--- src/rtl/rr_arbiter4.sv ---
// Round-robin arbiter for four requesters sharing one datapath unit.
// Registered one-hot grant with encoded index and hold-limit release.
module rr_arbiter4 #(
  parameter int HOLD_MAX = 8,
  parameter int CNTW     = 4
) (
  input  logic       clk,
  input  logic       rst_n,
  input  logic [3:0] req,
  input  logic       done,
  output logic [3:0] grant,
  output logic [1:0] grant_id,
  output logic       grant_valid,
  output logic       timeout
);

  typedef enum logic {
    IDLE = 1'b0,
    BUSY = 1'b1
  } state_t;

  localparam logic [CNTW-1:0] HOLD_LAST =
    CNTW'(HOLD_MAX == 0 ? 0 : HOLD_MAX - 1);
  localparam bit HOLD_EN = (HOLD_MAX != 0);

  state_t          state, state_d;
  logic [1:0]      ptr, ptr_d;
  logic [CNTW-1:0] hold_cnt, hold_cnt_d;
  logic [3:0]      grant_d;
  logic [1:0]      grant_id_d;
  logic            timeout_d;
  logic [1:0]      sel;
  logic            found;

  // Scan requests starting at ptr, wrapping mod 4; first hit wins.
  always_comb begin
    sel   = 2'd0;
    found = 1'b0;
    for (int i = 0; i < 4; i++) begin
      if (!found && req[ptr + 2'(i)]) begin
        sel   = ptr + 2'(i);
        found = 1'b1;
      end
    end
  end

  // Next-state and registered-output values for IDLE/BUSY.
  always_comb begin
    state_d    = state;
    ptr_d      = ptr;
    hold_cnt_d = hold_cnt;
    grant_d    = grant;
    grant_id_d = grant_id;
    timeout_d  = 1'b0;
    unique case (state)
      IDLE: begin
        if (found) begin
          grant_d    = 4'b0001 << sel;
          grant_id_d = sel;
          hold_cnt_d = '0;
          state_d    = BUSY;
        end
      end
      BUSY: begin
        if (done || !req[grant_id]) begin
          grant_d = 4'b0000;
          ptr_d   = grant_id + 2'd1;
          state_d = IDLE;
        end else if (HOLD_EN && hold_cnt == HOLD_LAST) begin
          grant_d   = 4'b0000;
          ptr_d     = grant_id + 2'd1;
          timeout_d = 1'b1;
          state_d   = IDLE;
        end else begin
          hold_cnt_d = hold_cnt + 1'b1;
        end
      end
      default: state_d = IDLE;
    endcase
  end

  // State and output registers with synchronous active-low reset.
  always_ff @(posedge clk) begin
    if (!rst_n) begin
      state    <= IDLE;
      ptr      <= 2'd0;
      hold_cnt <= '0;
      grant    <= 4'b0000;
      grant_id <= 2'd0;
      timeout  <= 1'b0;
    end else begin
      state    <= state_d;
      ptr      <= ptr_d;
      hold_cnt <= hold_cnt_d;
      grant    <= grant_d;
      grant_id <= grant_id_d;
      timeout  <= timeout_d;
    end
  end

  assign grant_valid = |grant;

endmodule

--- config.mk ---
export PLATFORM = sky130hd
export DESIGN_NAME = rr_arbiter4
export DESIGN_NICKNAME = d
export VERILOG_FILES = /design/src/rtl/rr_arbiter4.sv
export SDC_FILE = /design/constraint.sdc
export NUM_CORES = 1
export LEC_CHECK = 0
export ABC_AREA = 1
export CAP_MARGIN = 10
export CORE_MARGIN = 8
export CORE_UTILIZATION = 56
export DETAILED_ROUTE_END_ITERATION = 12
export PLACE_DENSITY = 0.92
export SYNTH_ARGS = -nofsm -noshare
export SYNTH_HDL_FRONTEND = slang
export SYNTH_SLANG_ARGS = --single-unit
--- constraint.sdc ---
create_clock -name clk -period 2.8 [get_ports clk]
set_clock_uncertainty 0.1 [all_clocks]
set_input_delay 0.56 -clock clk [delete_from_list [all_inputs] [get_ports clk]]
set_output_delay 0.56 -clock clk [all_outputs]
set_load 0.03 [all_outputs]
Word-level counts from Yosys, hierarchy flattened
Cells that the tools add are included.

word-level totals
  bits in registers = 14
  bits of input ports = 7
  word-level logic and storage cells = 72

operators by class
  add/subtract/negate cells = 5
  $lt $le $gt $ge = 5
  equality and inequality tests = 5
  shift-type cells = 1
  multiplexer cells = 33
  bitwise gates (word level) = 2
  reduce and logical (&&, ||, !) cells = 15

operators by type and width
  kind                   number
  $mux W4                6
  $pmux W4 S2            2
  $lt A2 B3 Y1 const B   5
  $mux W1                13
  $mux W2                6
  $bmux W1 S2            5
  $ne A2 B2 Y1 const B   3
  $reduce_and A2 Y1      3
  $add A2 B1 Y2 const B  2
  $add A2 B2 Y2 const B  2
  $add A4 B1 Y4 const B  1
  $eq A4 B3 Y1 const B   1
  $logic_not A1 Y1       4
  $reduce_or A4 Y1       1
  $shl A1 B2 Y4 const A  1
  $logic_and A1 B1 Y1    3
  $ne A3 B1 Y1 const B   1
  $reduce_and A3 Y1      1
  $reduce_or A3 Y1       1
  $not A1 Y1             2
  $pmux W1 S2            1
  $reduce_bool A2 Y1     1
  $logic_or A1 B1 Y1     1

Logic depth before layout (Yosys ltp)
  word-level depth = 15
  mapped depth = 13
  depth with buffers taken out = 12

Worst setup path after synthesis
OpenSTA, ideal clock, no wires.

  kind = register to output
  from = register grant[2]
  to = output grant_valid
  data arrival time = 1112 ps
  data required time = 2140 ps
  setup slack = 1028 ps
  cell stages (with the launch flop) = 2
  buffers on the path = 0
  path through = dfxtp_1 -> or4_1

on the way
  word-level cells in the longest chain between the ends = 1

ends and longest elaborated chain
  element                 RTL line  RTL
  start, declared         11        output logic [3:0] grant,
  start signal, assigned  95        grant <= grant_d;
  $reduce_or A4 Y1        101       assign grant_valid = |grant;
  end, declared           13        output logic grant_valid,

Every way passes these cells.

Worst setup path in the final report
Ends and elaborated chain as after synthesis.

==> results.cfg <==
[placed_design]
dp_hpwl_um = 1855
dp.cells = 179
place_congestion = 0.9492
io_buffers = 14

[power_and_ir_drop]
power_density_nw_per_um2 = 820.9
peakVddDrop_mv = 0.5016
p_leak_nw = 0.5252

[clock_network]
htreeDepth = 1
hold_buffers = 0
post_cts_buffers = 0
cts-root-buf = clkbuf_4
cts_tree = done
cts_made_buffers = 3
cts_resized = 0
cts_buffer_depth = 2
clock-sinks = 14
clk_latency_ns = 0.29
clk_pin_slew_ns = 0.08

[worst_setup_path]
timing.critical_path.required_ns = 2.14
crit_type = flop to output pin
cp_max_fo = 3
startpoint_type = flop
end_kind = output pin
cp.arrival_ns = 1.78

[timing]
final_hold_viol_count = 0
setup-tns-final_ns = 0
period_share_pct = 87.07
relSlewSlack_pct = 72.41
setup_violations = 0
post-route-min-period_ns = 2.438
worst-slew-pin-transition_ns = 0.4133
rsz0062_at_grt = false
drv_slew = 0
holdWs_ns = 0.4049
max_freq_ghz = 0.4102

[yosys]
synth.avg_cell_area_um2 = 6.395
synthesis.nets = 161
ys_seq_area_share_pct = 28.64
ys_types = 22
muxShareOfSynthArea_pct = 0
synthCells = 153
ys_ff_latch = 14
synthSimpleGateAreaFrac_pct = 46.55
syn_area_um2 = 978.4
synthAdderAreaFrac_pct = 1.279
synth_top_family_by_area = simple AND/OR/NAND/NOR gates
synth-compound-area-share_pct = 10.23
ys_warn_count = 0
synth-xor-area-share_pct = 1.790

[final_layout]
layout-drive-gt1-share_pct = 14.55
stdcell_count = 182
layout.cells.most_common_list = 41 x nand2_1, 19 x nand3_1, 16 x inv_1
areaGrowthSynthToFinish_pct = 14.58
final_core_util_pct = 66.37
layout_commonest_cell = nand2_1
antenna_cells = 0
nets = 175
n_fill_cell = 172

[floorplanning]
die_area_um2 = 3341
core-area_um2 = 1689
ios = 15
die_w_um = 57.80
rows = 15
die_h_um = 57.80
start_util_pct = 57.93

[hold_path]
hp-class = flop to flop

[route]
viasPerCell = 5.379
vias = 979
wl_per_cell_um = 12.48
routed_wirelength_um = 2272
drc = 0
antenna_left = 0
drt_iter0_drc = 20
drt_pass1_iterations = 4

[global_route]
grt_overflow = 0
grt_pass1_wl_um = 3670
grt_max_degree = 13
grt_pass1_vias = 909
grt_antenna_before_repair = 0
track_usage_pct = 13.76

[run]
maxCapViolCount = 0

[run_status]
status = complete, no violations
flip-flops by register name, indices dropped and copies added, names as in the netlist:
name and count:
grant_id 2, grant 4, ptr 2, hold_cnt 4, state 1, timeout 1
stage by stage:
stage          area [µm²]  power [mW]  setup WS (ns)
2_1_floorplan       978.4      0.6829          1.028
5_1_grt              1121      0.9815         0.3118
6_report             1121      0.9202         0.3620
3_3_place_gp         1099      0.7826         0.5336
4_1_cts              1121      0.9179         0.3589
3_5_place_dp         1099      0.8083         0.4388
area by class of cell:
type / count / area [µm²] / share of cell area (%)
Tap cell: 17 / 21.27 / 1.897
Multi-Input combinational cell: 115 / 585.6 / 52.23
Clock buffer: 3 / 22.52 / 2.009
Timing Repair Buffer: 14 / 140.1 / 12.50
Sequential cell: 14 / 280.3 / 25.00
Inverter: 19 / 71.32 / 6.362
worst max-delay path, stage by stage, from the launching register on:
cell             delay (ns)
dfxtp_1                0.33
or4_1                  0.54
clkdlybuf4s50_1        0.61
cell usage after synthesis:
cell type	n	area share [%]
clkbuf_1	2	0.77
inv_2	3	1.2
a21boi_1	1	0.77
xor2_1	2	1.8
nor3b_1	1	0.77
a21oi_1	13	6.6
nand3_2	1	1.0
or4_1	1	0.77
nor2_1	11	4.2
nor2_4	2	2.3
nand3_1	19	9.7
nand2_4	1	1.2
buf_6	3	3.5
o21ai_0	4	2.0
nand2_2	13	8.3
inv_1	16	6.1
dfxtp_1	14	29
nand4_1	2	1.3
o211ai_1	1	0.77
ha_1	1	1.3
nand4_2	1	1.3
nand2_1	41	16
kinds of logic after synthesis:
| logic type | count (synthesis) |
|---|---|
| xor gates and xnor gates | 2 |
| and+or+nand+nor | 93 |
| AOI/OAI and AO/OA | 19 |
| adders and majority gates | 1 |
| buffers and inverters | 24 |
| DFF | 14 |
layer usage:
layer	routed length, µm	vias to the layer above	track usage [%]
li1	-	516	-
met1	917	444	12.99
met2	1232	12	27.07
met3	71	7	3.091
met4	51	0	6.294
met5	0	-	0
where the power goes:
part	leakage [nW]	switching (mW)	total (mW)	internal (mW)
Clock	0.0138	0.0658	0.116	0.0500
Combinational	0.397	0.331	0.516	0.185
Sequential	0.114	0.0526	0.289	0.236
worst paths after layout:
check	startpoint	cells past startpoint	endpoint	slack (ns)
min reg2reg	hold_cnt[1]$_SDFFE_PN0P_	2	hold_cnt[1]$_SDFFE_PN0P_	0.40
max reg2reg	ptr[0]$_SDFFE_PN0P_	11	grant_id[0]$_SDFFE_PN0P_	0.78
max	grant[2]$_SDFFE_PN0P_	2	grant_valid	0.36
min	hold_cnt[1]$_SDFFE_PN0P_	2	hold_cnt[1]$_SDFFE_PN0P_	0.40
(Power assumes the default switching activity.)
